**src/rtl/store_buffer_if.sv**
```systemverilog
// Store-buffer port bundle: commit-side enqueue, arbiter-side drain, and
// the load-queue hazard probe.
interface store_buffer_if #(
  parameter int unsigned DEPTH = 4
);
  localparam int unsigned CW = $clog2(DEPTH + 1);

  logic          enq_valid;
  logic          enq_ready;
  logic [31:0]   enq_addr;
  logic [3:0]    enq_wmask;
  logic [31:0]   enq_wdata;

  logic          dmem_valid;
  logic          dmem_ready;
  logic [31:0]   dmem_addr;
  logic [3:0]    dmem_wmask;
  logic [31:0]   dmem_wdata;

  logic [31:0]   ld_chk_addr;
  logic [3:0]    ld_chk_rmask;
  logic          ld_conflict;

  logic          empty;
  logic [CW-1:0] count;

  // Buffer side
  modport slave (
    input  enq_valid, enq_addr, enq_wmask, enq_wdata,
    input  dmem_ready, ld_chk_addr, ld_chk_rmask,
    output enq_ready, dmem_valid, dmem_addr, dmem_wmask, dmem_wdata,
    output ld_conflict, empty, count
  );

  // Commit / arbiter / load-queue side
  modport master (
    output enq_valid, enq_addr, enq_wmask, enq_wdata,
    output dmem_ready, ld_chk_addr, ld_chk_rmask,
    input  enq_ready, dmem_valid, dmem_addr, dmem_wmask, dmem_wdata,
    input  ld_conflict, empty, count
  );
endinterface

```
**src/rtl/store_buffer.sv**
```systemverilog
// Post-commit store buffer: in-order FIFO of committed stores draining to the
// data-memory arbiter, with a combinational load-overlap hazard check.
module store_buffer #(
  parameter int unsigned DEPTH = 4
) (
  input logic           clk,
  input logic           rst,
  store_buffer_if.slave sb
);
  localparam int unsigned IW = $clog2(DEPTH);
  localparam int unsigned PW = IW + 1;
  localparam int unsigned CW = $clog2(DEPTH + 1);

  typedef struct packed {
    logic [29:0] addr;
    logic [3:0]  wmask;
    logic [31:0] wdata;
  } entry_t;

  entry_t          ent_q [DEPTH];
  logic [DEPTH-1:0] vld_q;
  logic [PW-1:0]   head_q;
  logic [PW-1:0]   tail_q;

  logic [IW-1:0]   hidx;
  logic [IW-1:0]   tidx;
  logic            full_c;
  logic            empty_c;
  logic            enq_fire;
  logic            deq_fire;
  logic            conflict_c;

  assign hidx    = head_q[IW-1:0];
  assign tidx    = tail_q[IW-1:0];
  assign full_c  = (hidx == tidx) && (head_q[IW] != tail_q[IW]);
  assign empty_c = (head_q == tail_q);

  // Full blocks enqueue even when the head drains this cycle: no pass-through.
  assign enq_fire = sb.enq_valid && !full_c;
  assign deq_fire = sb.dmem_ready && !empty_c;

  // Pointers and per-entry valid bits
  always_ff @(posedge clk or negedge rst) begin
    if (!rst) begin
      head_q <= '0;
      tail_q <= '0;
      vld_q  <= '0;
    end else begin
      if (enq_fire) begin
        vld_q[tidx] <= 1'b1;
        tail_q      <= tail_q + PW'(1);
      end
      if (deq_fire) begin
        vld_q[hidx] <= 1'b0;
        head_q      <= head_q + PW'(1);
      end
    end
  end

  // Entry payload; qualified by vld_q so it needs no reset
  always_ff @(posedge clk) begin
    if (enq_fire) begin
      ent_q[tidx] <= '{addr:  sb.enq_addr[31:2],
                       wmask: sb.enq_wmask,
                       wdata: sb.enq_wdata};
    end
  end

  // Any valid store sharing the load's word and at least one byte lane
  always_comb begin
    conflict_c = 1'b0;
    for (int unsigned i = 0; i < DEPTH; i++) begin
      if (vld_q[i] && (ent_q[i].addr == sb.ld_chk_addr[31:2]) &&
          (|(ent_q[i].wmask & sb.ld_chk_rmask))) begin
        conflict_c = 1'b1;
      end
    end
  end

  assign sb.enq_ready   = !full_c;
  assign sb.dmem_valid  = !empty_c;
  assign sb.dmem_addr   = {ent_q[hidx].addr, 2'b00};
  assign sb.dmem_wmask  = ent_q[hidx].wmask;
  assign sb.dmem_wdata  = ent_q[hidx].wdata;
  assign sb.ld_conflict = conflict_c;
  assign sb.empty       = empty_c;
  assign sb.count       = CW'(tail_q - head_q);
endmodule

```
**src/flat_wrapper.sv**
```systemverilog
// flat-port wrapper written by rule: the top's interface ports become plain ports
module store_buffer_flat 
#(
  parameter int unsigned DEPTH = 4
)
  (clk, rst, sb_enq_valid, sb_enq_addr, sb_enq_wmask, sb_enq_wdata, sb_dmem_ready, sb_ld_chk_addr, sb_ld_chk_rmask, sb_enq_ready, sb_dmem_valid, sb_dmem_addr, sb_dmem_wmask, sb_dmem_wdata, sb_ld_conflict, sb_empty, sb_count);
  store_buffer_if #(.DEPTH(DEPTH)) sb_i ();
  input logic clk;
  input logic rst;
  input wire logic [$bits(sb_i.enq_valid)-1:0] sb_enq_valid;
  input wire logic [$bits(sb_i.enq_addr)-1:0] sb_enq_addr;
  input wire logic [$bits(sb_i.enq_wmask)-1:0] sb_enq_wmask;
  input wire logic [$bits(sb_i.enq_wdata)-1:0] sb_enq_wdata;
  input wire logic [$bits(sb_i.dmem_ready)-1:0] sb_dmem_ready;
  input wire logic [$bits(sb_i.ld_chk_addr)-1:0] sb_ld_chk_addr;
  input wire logic [$bits(sb_i.ld_chk_rmask)-1:0] sb_ld_chk_rmask;
  output wire logic [$bits(sb_i.enq_ready)-1:0] sb_enq_ready;
  output wire logic [$bits(sb_i.dmem_valid)-1:0] sb_dmem_valid;
  output wire logic [$bits(sb_i.dmem_addr)-1:0] sb_dmem_addr;
  output wire logic [$bits(sb_i.dmem_wmask)-1:0] sb_dmem_wmask;
  output wire logic [$bits(sb_i.dmem_wdata)-1:0] sb_dmem_wdata;
  output wire logic [$bits(sb_i.ld_conflict)-1:0] sb_ld_conflict;
  output wire logic [$bits(sb_i.empty)-1:0] sb_empty;
  output wire logic [$bits(sb_i.count)-1:0] sb_count;
  assign sb_i.enq_valid = sb_enq_valid;
  assign sb_i.enq_addr = sb_enq_addr;
  assign sb_i.enq_wmask = sb_enq_wmask;
  assign sb_i.enq_wdata = sb_enq_wdata;
  assign sb_i.dmem_ready = sb_dmem_ready;
  assign sb_i.ld_chk_addr = sb_ld_chk_addr;
  assign sb_i.ld_chk_rmask = sb_ld_chk_rmask;
  assign sb_enq_ready = sb_i.enq_ready;
  assign sb_dmem_valid = sb_i.dmem_valid;
  assign sb_dmem_addr = sb_i.dmem_addr;
  assign sb_dmem_wmask = sb_i.dmem_wmask;
  assign sb_dmem_wdata = sb_i.dmem_wdata;
  assign sb_ld_conflict = sb_i.ld_conflict;
  assign sb_empty = sb_i.empty;
  assign sb_count = sb_i.count;
  store_buffer #(.DEPTH(DEPTH)) u_core (.clk(clk), .rst(rst), .sb(sb_i));
endmodule
```
**config.mk**
```make
export PLATFORM = sky130hd
export DESIGN_NAME = store_buffer_flat
export DESIGN_NICKNAME = d
export VERILOG_FILES = /design/src/rtl/store_buffer_if.sv /design/src/rtl/store_buffer.sv /design/src/flat_wrapper.sv
export SDC_FILE = /design/constraint.sdc
export NUM_CORES = 1
export LEC_CHECK = 0
export BUFFER_PORTS_ARGS = -buffer_cell sky130_fd_sc_hd__buf_2
export CAP_MARGIN = 20
export CORE_ASPECT_RATIO = 1.75
export CORE_MARGIN = 2
export CORE_UTILIZATION = 57
export CTS_CLUSTER_SIZE = 14
export DETAILED_ROUTE_END_ITERATION = 16
export GPL_TIMING_DRIVEN = 0
export HOLD_SLACK_MARGIN = 0.02
export PLACE_DENSITY_LB_ADDON = 0.12
export SLEW_MARGIN = 40
export SYNTH_ARGS = -nofsm -noshare
export SYNTH_HDL_FRONTEND = slang
export SYNTH_SLANG_ARGS = --single-unit
export TNS_END_PERCENT = 20
```
**constraint.sdc**
```tcl
create_clock -name clk -period 4.4 [get_ports clk]
set_clock_uncertainty 0.2 [all_clocks]
set_input_delay 0.88 -clock clk [delete_from_list [all_inputs] [get_ports clk]]
set_output_delay 0.88 -clock clk [all_outputs]
set_load 0.03 [all_outputs]
```
Word-level counts from Yosys, hierarchy flattened --
Memory sizes are Yosys's and may differ from the RTL's. Index checks and enable logic that the tools add are counted.
Word-level totals: word-level logic and storage cells 56, bits in writable memories 264, input port bits 108, memories kept 1, register bits 10, output and inout port bits 75
Operators by class: $add $sub $neg 3, muxes and demuxes 12, reduce and logical (&&, ||, !) cells 19, order comparisons 4, bitwise gates (word level) 7, equal/unequal tests 7
Memory list:
- u_core.ent_q | words 4, width 66, rd ports 5, clocked after Yosys merged registers in 0, write ports 1, line store_buffer.sv:20 | entry_t ent_q [DEPTH];
Operators by type and width (count):
- 30-bit == test | 4
- 4-bit AND | 5
- 4-bit OR reduction | 4
- 1-bit logical AND | 13
- 1-bit two-way mux | 8
- 4-bit two-way mux | 2
- 3-bit by 1-bit adder with 3-bit output (second input constant) | 2
- 2-bit by 3-bit less-than comparator with 1-bit output (second input constant) | 2
- 1-bit demux with 2-bit select | 2
- 2-bit by 1-bit >= comparator with 1-bit output (second input constant) | 2
- 4-bit inverter | 1
- 4-bit OR | 1
- 3-bit == test | 1
- 3-bit subtractor | 1
- 2-bit == test | 1
- 1-bit zero test | 2
- 1-bit inequality test | 1

Logic depth before layout (Yosys ltp) --
Gate-level depths: netlist (run 1).
depth after elaboration 8, gate-level depth with buffers 9, depth with buffers taken out 6

Worst setup path after synthesis (run 1) --
Ideal clock, no wire load.
path kind flip-flop to flip-flop, start register u_core.head_q[1], end memory u_core.ent_q[0][0] in the netlist's numbering, enable pin, library setup time 0.432 ns, stages on the path, launching flop included 7, setup slack 0.650 ns, buffers on the path 2, data arrival time 3.117 ns, clock period less this slack 3.750 ns, data required time 3.768 ns, cells stage by stage dfrtp_1 -> buf_2 -> buf_2 -> inv_1 -> ha_1 -> nand3b_4 -> and3_1
Between the ends: cells in the longest elaborated chain, start to end 6
Ends and longest elaborated chain:
- from (decl) | line store_buffer.sv:22 | logic [PW-1:0] head_q;
- from (signal assigned) | line store_buffer.sv:55 | head_q <= head_q + PW'(1);
- 2-bit == test | line store_buffer.sv:35 | assign full_c = (hidx == tidx) && (head_q[IW] != tail_q[IW]);
- 1-bit logical AND | line store_buffer.sv:35
- 1-bit zero test
- via sb_enq_ready | line flat_wrapper.sv:17 | output wire logic [$bits(sb_i.enq_ready)-1:0] sb_enq_ready;
- 1-bit logical AND | line store_buffer.sv:39 | assign enq_fire = sb.enq_valid && !full_c;
- 1-bit two-way mux | line store_buffer.sv:62 | if (enq_fire) begin
- 1-bit two-way mux (implied by the code) | line store_buffer.sv:63 | ent_q[tidx] <= '{addr: sb.enq_addr[31:2],
- to (decl) | line store_buffer.sv:20
The timed path passes the listed nets, and every way through them passes these cells.

Final worst setup path (run 1) --
start register u_core.head_q[1], end output sb_empty
Between the ends: cells in the longest elaborated chain, start to end 1
Ends and longest elaborated chain:
- 3-bit == test | line store_buffer.sv:36 | assign empty_c = (head_q == tail_q);
- to (decl) | line flat_wrapper.sv:23 | output wire logic [$bits(sb_i.empty)-1:0] sb_empty;
No other way between the ends.

==> impl_results.md, run 1 <==
- Status: finished clean
- Final HPWL from detailed placement: 19.3 mm
- Reg-to-reg setup timing slack: 1.02 ns
- Source of the critical timing path: u_core.head_q[1]$_DFFE_PN0P_
- Overall die area: about 22000 sq um
- Buffer cell driving the clock tree root: sky130_fd_sc_hd__clkbuf_16
- Number of iterations in the first detailed-routing pass: 4
- Post-layout minimum cycle time: about 3.8 ns
- Final design area excluding fillers: 13700 sq um
- Number of input and output port buffers inserted: between 100 and 150
- Highest attainable clock frequency: 264 MHz
- Die extent in x: between 100 and 150 microns
- Final setup vio count: 0
- NumNets Final: 907
- Starting density of the core: 57.9%
- Clock Path Buffers: 3
- Clock Latency Late Sink: 0.51 ns
- Min-Delay Path Depth: 1
- Total number of vias: 6167
- Number of top-level pins: 183
- Flip-flop and latch count after synthesis: 274
- Worst Max-Slew Pin Slew: 0.630 ns
- XOR/XNOR Fraction of Synth Area: 9.49%
- Critical path arrival: 2.71 ns
- Drt via density: 5.85
- Fraction of layout instances using a drive strength above 1: 34.0%
- Portion of netlist area occupied by mux cells: ~13%
- Count of flip-flops with a built-in enable after synthesis: roughly 260
- Cell count of the worst reg-to-reg path: 8
- Total power consumption of the routed design: 9.81 mW
- Largest family of logic cells by synthesized area: multiplexers
- Fill cell total of the finished layout: 1407
- Simple-Gate Fraction of Synth Area: 3.20%
- Maximum Capacitance Violations: 0
- Clock sink total: ~270
- Crit Path Class: flop to output port
- Post-Syn Area: roughly 12000 sq um
- Seq/Total Area, Yosys: 69.9%
- Crit path required time: 3.32 ns
- Placed instance area: 13000 sq um
- Wire length per cell after detailed routing: 25.1 microns
- TritonCTS Buffers: 24
- Slowest cell on the critical path: sky130_fd_sc_hd__dfrtp_1
- Postcts setup bufs: 0
- Count of yosys warnings during synthesis: 0
- Number of antenna-violating nets in the routed design: 0
- Power per cell area: slightly above 700 nW/um^2
- Number of antenna violations at the first check in global routing: 1
- Remaining global-route overflow: 0
- First-pass GRT wire length: 39.9 mm
- Count of mapped cells out of synthesis: roughly 600
- Syn-to-layout area delta: 17.1%
- Share of the cycle needed by the critical path after routing: between 80% and 90%
- Leakage power summed over all cells: 4.64 nW
- Max Transition Viols Final: 0
- RSZ-0062 raised after global routing: no
- Delay of the slowest critical-path stage: 0.52 ns
- Number of buffer and inverter instances along the worst setup path: 5
- Setup crit start kind: flop
- Violation count after the first detailed-routing iteration: 346
- Routability congestion estimate: 0.919
- Largest net degree at the start of global routing: 32
- Last element of the critical path: sb_empty
- Most frequent cell on the critical path: sky130_fd_sc_hd__buf_2
- Count of placed standard cells in the final layout, fillers left out: 1054
- Number of core rows: 69
- Family with the most delay on the worst path: buffers and inverters
- Final Hold Vio Count: 0
- Synth Flop Type: sky130_fd_sc_hd__edfxtp_1
- Clock input transition at the sequential cells of the worst setup and hold paths: roughly 0.06 ns
- Clock tree from TritonCTS: built
- Vertical extent of the die: 194 microns
- Path length in cells of the critical path: 7
- H-tree Lvls: 1
- Endpoint kind of the worst setup timing path: output port
- Share of synthesized cell area in full adder, half adder and majority cells: 1.24%
- Worst slew margin relative to its limit: 58.0%
- Proportion of synthesized flip-flops having asynchronous set or reset: 3.65%
- Global Route Usage Sum: 24.7%
- Share of the core filled with cells in the final layout: 67.8%
- Peak supply drop: approximately 0.00076 V
- Post-synthesis area per instance: a little under 20 sq um
- Diodes inserted: 0
- Critical path fanouts, max: 10
- Compound-Gate Fraction of Synth Area: less than 1%
- Cells traversed along the worst timing path: buf_2, buf_2, inv_1, ha_1, nand3_2, inv_1, buf_2
- Routed wire length: ~26 mm
- Launch point of the worst reg-to-reg path: u_core.head_q[1]$_DFFE_PN0P_
- Min-Delay Path Class: flop to flop
- Total core area: about 20000 sq um
- Number of remaining DRC errors: 0
- Synth cell types: 33
- RR Endpoint: u_core.ent_q[1][34]$_DFFE_PP_
- Via count of the first global-routing pass: 6779
- Total placed cells including tap cells: 1009
placed cells by master (no fill, tap or decap), drive strengths merged, types with 2 or more instances in the layout:
cell type,n
xnor2,113
nor3,4
ha,10
nand2,3
buf,174
a21oi,3
clkinv,2
nand4,29
a22o,4
mux4,66
inv,7
xor2,13
nor4,8
o21ai,2
nand3,5
and2,2
nor2,3
and3,4
edfxtp,264
a221oi,4
clkbuf,69
dfrtp,10
conb,2
where the power goes:
part | internal (mW) | switching, mW | leakage (nW)
clock network | 1.13 | 0.859 | 0.355
registers | 3.54 | 0.257 | 2.54
logic | 1.53 | 2.48 | 1.75
total | 6.21 | 3.60 | 4.64
worst min path at each step:
stage / end / from / slack (ns)
after floorplan: u_core.vld_q[3]$_DFF_PN0_ / u_core.vld_q[3]$_DFF_PN0_ / 0.26
after global placement: u_core.tail_q[2]$_DFFE_PN0N_ / u_core.tail_q[2]$_DFFE_PN0N_ / 0.31
after detailed placement: u_core.tail_q[2]$_DFFE_PN0N_ / u_core.tail_q[2]$_DFFE_PN0N_ / 0.31
after CTS: u_core.tail_q[2]$_DFFE_PN0N_ / u_core.tail_q[2]$_DFFE_PN0N_ / 0.32
after global routing: u_core.tail_q[2]$_DFFE_PN0N_ / u_core.tail_q[2]$_DFFE_PN0N_ / 0.34
final: u_core.tail_q[2]$_DFFE_PN0N_ / u_core.tail_q[2]$_DFFE_PN0N_ / 0.32
through the flow:
step | hold slack (ns) | setup TNS [ns] | setup slack, ns
final | 0.323 | 0 | 0.614
after global routing | 0.342 | 0 | 0.473
after CTS | 0.323 | 0 | 0.542
after detailed placement | 0.310 | 0 | 0.859
after global placement | 0.308 | -203.14 | -1.04
after floorplan | 0.264 | 0 | 0.650
what timing repair did:
action,4_1_cts,5_1_grt
resized for setup,0,0
hold buffers,1,0
hold endpoints to repair,8,0
endpoints found under the setup margin,0,0
cells by family after synthesis:
family / count (synthesis)
DFF: 274
adders and majority gates: 11
and+or+nand+nor: 59
other: 1
AOI/OAI and AO/OA: 14
buffers and inverters: 53
muxes: 66
xor gates and xnor gates: 126
cells in the mapped netlist (4+ instances only):
| library cell | count | share of area [%] |
|---|---|---|
| sky130_fd_sc_hd__xor2_1 | 13 | 0.97 |
| sky130_fd_sc_hd__edfxtp_1 | 264 | 68 |
| sky130_fd_sc_hd__a22o_1 | 4 | 0.30 |
| sky130_fd_sc_hd__a221oi_1 | 4 | 0.30 |
| sky130_fd_sc_hd__nand4_1 | 29 | 1.6 |
| sky130_fd_sc_hd__buf_2 | 4 | 0.17 |
| sky130_fd_sc_hd__nor4_1 | 8 | 0.43 |
| sky130_fd_sc_hd__buf_4 | 5 | 0.32 |
| sky130_fd_sc_hd__buf_12 | 4 | 0.68 |
| sky130_fd_sc_hd__nand3_1 | 4 | 0.17 |
| sky130_fd_sc_hd__inv_1 | 7 | 0.22 |
| sky130_fd_sc_hd__dfrtp_1 | 10 | 2.1 |
| sky130_fd_sc_hd__mux4_2 | 66 | 13 |
| sky130_fd_sc_hd__nor3_1 | 4 | 0.17 |
| sky130_fd_sc_hd__clkbuf_1 | 28 | 0.90 |
| sky130_fd_sc_hd__ha_1 | 10 | 1.1 |
| sky130_fd_sc_hd__xnor2_1 | 112 | 8.4 |
per-layer routing:
layer / wire, microns / track usage, %
met5: 15 / 0
met4: 714 / 7.59
met3: 1210 / 3.67
met2: 15600 / 47.7
met1: 8980 / 27.4
layout make-up:
class,count,area [sq um],area share (%)
clock inverters,3,40.0,0.292
inverters,7,26.3,0.192
clock buffers,41,696,5.08
multi-input cells,278,3240,23.7
repair buffers,157,933,6.81
plain buffers,46,277,2.02
well taps,248,310,2.26
flip-flops and latches,274,8180,59.7
registers in the layout, summed over array words and instances (netlist names):
name and flops:
u_core.vld_q 4, u_core.ent_q 264, u_core.head_q 3, u_core.tail_q 3
Power figures use the tool's default switching activity.
==> run 2, diff against run 1 <==
- GPL_TIMING_DRIVEN: 0 -> unset
==> run 2 against run 1 <==
Non-clock buffer count is 15 lower. Clock-buffer cell count is 11 lower. Core utilization is 0.84 points lower. Wire length is 1.8% lower. Critical path depth stayed put. Critical path type is now input port to output port.
==> impl_results.md, run 2 (synthesis results as in run 1) <==
- Switching power of the nets: 3.55 mW (was 3.60 mW)
- Violation count after the first detailed-routing iteration: 320 (was 346)
- Met3 track utilization from global routing: 4.01% (was 3.67%)
- Routability congestion estimate: 0.965 (was 0.919)
- Proportion of power drawn by the clock network: 21.0% (was 20.3%)
- Registers with the most flip-flops: u_core.ent_q: 264 flops, u_core.vld_q: 4 flops (unchanged)
- Starting density of the core: 57.9% (unchanged)
- Syn-to-layout area delta: 15.6% (was 17.1%)
- Via count of the first global-routing pass: 6682 (was 6779)
- Largest register FFs: 264 (unchanged)
- Max Transition Viols Final: 0 (unchanged)
- Maximum Capacitance Violations: 0 (unchanged)
- Critical path arrival: 2.46 ns (was 2.71 ns)
- Remaining global-route overflow: 0 (unchanged)
- Family with the most delay on the worst path: simple AND/OR/NAND/NOR gates (was buffers and inverters)
- Worst slew margin relative to its limit: 52.4% (was 58.0%)
- Postcts setup bufs: 0 (unchanged)
- Number of core rows: 69 (unchanged)
- Fill cell total of the finished layout: 1403 (was 1407)
- Number of antenna violations at the first check in global routing: 5 (was 1)
- Most used routing layer: met2 (unchanged)
- Met2 track utilization from global routing: 43.9% (was 47.7%)
- Number of buffer and inverter instances along the worst setup path: 2 (was 5)
- Number of remaining DRC errors: 0 (unchanged)
- Fraction of layout instances using a drive strength above 1: 37.2% (was 34.0%)
- Sum Neg Setup Slack: 0 ns (unchanged)
- RSZ-0062 raised after global routing: no (unchanged)
- Int Power: 6.09 mW (was 6.21 mW)
- Global Route Usage Sum: 23.8% (was 24.7%)
- Delay of the slowest critical-path stage: 0.41 ns (was 0.52 ns)
- Status: finished clean (unchanged)
- Post-cts repair resize count: 0 (unchanged)
- Largest net degree at the start of global routing: 42 (was 32)
- WHS: 0.324 ns (was 0.323 ns)
- Vertical extent of the die: 194 microns (unchanged)
- Number of top-level pins: 183 (unchanged)
- Combined flip-flop and latch cell area: 8190 sq um (was 8180 sq um)
- Area of the multi-input gates: 3240 sq um (about the same)
- Combinational fraction of design power: 38.6% (was 40.9%)
- Endpoint kind of the worst setup timing path: output port (unchanged)
- H-tree Lvls: 1 (unchanged)
- Worst Max-Slew Pin Slew: 0.713 ns (was 0.630 ns)
- Routed wire length: 26.0 mm (was 26.5 mm)
- Total number of vias: 6087 (was 6167)
- Clock sink total: 274 (unchanged)
- Final HPWL from detailed placement: 18.0 mm (was 19.3 mm)
- Number of input and output port buffers inserted: 176 (was 148)
- NumNets Final: 893 (was 907)
- Highest attainable clock frequency: 282 MHz (was 264 MHz)
- Buffer cell driving the clock tree root: sky130_fd_sc_hd__clkbuf_16 (unchanged)
- Clock Path Buffers: 3 (unchanged)
- Crit Path Class: input port to output port (was flop to output port)
- Clock input transition at the sequential cells of the worst setup and hold paths: 0.07 ns (was 0.06 ns)
- Cells traversed along the worst timing path: buf_2, xnor2_1, nand4_1, nor4_1, nand3_1, nand4_1, buf_2 (was buf_2, buf_2, inv_1, ha_1, nand3_2, inv_1, buf_2)
- Slowest cell on the critical path: sky130_fd_sc_hd__xnor2_1 (was sky130_fd_sc_hd__dfrtp_1)
- Final Hold Vio Count: 0 (unchanged)
- Total power consumption of the routed design: 9.64 mW (was 9.81 mW)
- Fraction of power consumed by sequential logic: 40.4% (was 38.8%)
- Switching part of the total: 36.8% (was 36.7%)
- Post-layout minimum cycle time: 3.54 ns (was 3.79 ns)
- Setup crit start kind: input port (was flop)
- Total core area: 20200 sq um (unchanged)
- Leakage power summed over all cells: 4.62 nW (was 4.64 nW)
- Min-Delay Path Class: flop to flop (unchanged)
- Final setup vio count: 0 (unchanged)
- Commonest cells after routing, fill and taps aside: 264 x sky130_fd_sc_hd__edfxtp_1, 176 x sky130_fd_sc_hd__buf_2, 112 x sky130_fd_sc_hd__xnor2_1 (was 264 x sky130_fd_sc_hd__edfxtp_1, 152 x sky130_fd_sc_hd__buf_2, 112 x sky130_fd_sc_hd__xnor2_1)
- Wire length per cell after detailed routing: 25.1 microns (about the same)
- Drt via density: 5.86 (was 5.85)
- Die extent in x: 112 microns (unchanged)
- TritonCTS Buffers: 25 (was 24)
- Setup slack after placement: 0.901 ns (was 0.859 ns)
- Register with the most flip-flops: u_core.ent_q (unchanged)
- Crit path required time: 3.32 ns (about the same)
- Overall die area: 21700 sq um (unchanged)
- Peak supply drop: 0.000860 V (was 0.000755 V)
- Power per cell area: 713 nW/um^2 (was 716 nW/um^2)
- First-pass GRT wire length: 38.5 mm (was 39.9 mm)
- Number of antenna-violating nets in the routed design: 0 (unchanged)
- Global Route met1 Usage: 27.0% (was 27.4%)
- Share of the cycle needed by the critical path after routing: 80.5% (was 86.1%)
- Final worst slack: 0.858 ns (was 0.614 ns)
- Leading cell type in the layout, fill and taps excluded: sky130_fd_sc_hd__edfxtp_1 (unchanged)
- Number of iterations in the first detailed-routing pass: 4 (unchanged)
- Clock tree from TritonCTS: built (unchanged)
- Critical path fanouts, max: 4 (was 10)
- Clock Latency Late Sink: 0.51 ns (about the same)
==> run 2: cell types whose count changed in the layout (fill, tap and decap cells not counted), moves of 2 or more <==
cell	before	now
sky130_fd_sc_hd__buf_16	3	0
sky130_fd_sc_hd__buf_1	3	0
sky130_fd_sc_hd__dfrtp_4	0	2
sky130_fd_sc_hd__buf_6	2	0
sky130_fd_sc_hd__buf_12	9	4
sky130_fd_sc_hd__diode_2	0	3
sky130_fd_sc_hd__clkbuf_1	43	5
sky130_fd_sc_hd__buf_2	152	176
sky130_fd_sc_hd__clkinv_1	0	5
sky130_fd_sc_hd__buf_4	5	7
sky130_fd_sc_hd__dfrtp_1	10	8
==> run 2: worst register-to-register path: cells and delay by family (launching register included) <==
kind                       cells  cell delay [ns]
adders and majority gates      1             0.38
buffers and inverters          2             0.50
DFF                            1             0.75
and+or+nand+nor                2             0.77
==> run 2: cell type report <==
type	instances	share of cell area (%)
multi-input combinational	278	23.9
antenna	3	0.0555
clock buffer	30	4.76
inverter	7	0.194
sequential	274	60.5
clock inverter	10	0.712
tap	248	2.29
timing repair buffer	188	7.56
==> run 2: routing by layer <==
metal  part of all wire, %  vias up
met3                   4.7       53
met5                  0.11        -
met1                    35     3137
met2                    57      181
li1                      -     2712
met4                   3.9        4
==> run 2: timing repair <==
| action | 4_1_cts | 5_1_grt |
|---|---|---|
| hold buffers | 1 | 0 |
| endpoints found under the setup margin | 0 | 0 |
| endpoints found under the hold margin | 10 | 0 |
==> run 2: worst paths after layout <==
path	start	to	slack, ns	cells after the start
min	u_core.tail_q[2]$_DFFE_PN0N_	u_core.tail_q[2]$_DFFE_PN0N_	0.32	1
max in group asynchronous	rst	u_core.head_q[0]$_DFFE_PN0P_	3.20	2
min reg2reg	u_core.tail_q[2]$_DFFE_PN0N_	u_core.tail_q[2]$_DFFE_PN0N_	0.32	1
min in group asynchronous	rst	u_core.head_q[1]$_DFFE_PN0P_	0.58	2
max	sb_ld_chk_addr[12]	sb_ld_conflict	0.86	7
max reg2reg	u_core.head_q[1]$_DFFE_PN0P_	u_core.ent_q[1][26]$_DFFE_PP_	1.45	5
==> run 2: per-stage QoR <==
step / util, % / instances / cell area [sq um]
floorplan: - / 605 / 11700
global placement: 63.1 / 993 / 12800
detailed placement: 63.1 / 993 / 12800
CTS: 66.8 / 1034 / 13500
global route: 67.0 / 1038 / 13500
finish: 67.0 / 1038 / 13500
==> run 2: power by group through the flow <==
stage	registers, mW	clock network (mW)	logic (mW)
6_report	3.90	2.02	3.72
5_1_grt	3.95	2.15	3.95
4_1_cts	3.98	2.05	3.69
3_5_place_dp	4.03	0	3.67
3_3_place_gp	3.98	0	3.64
2_1_floorplan	3.80	0	2.84
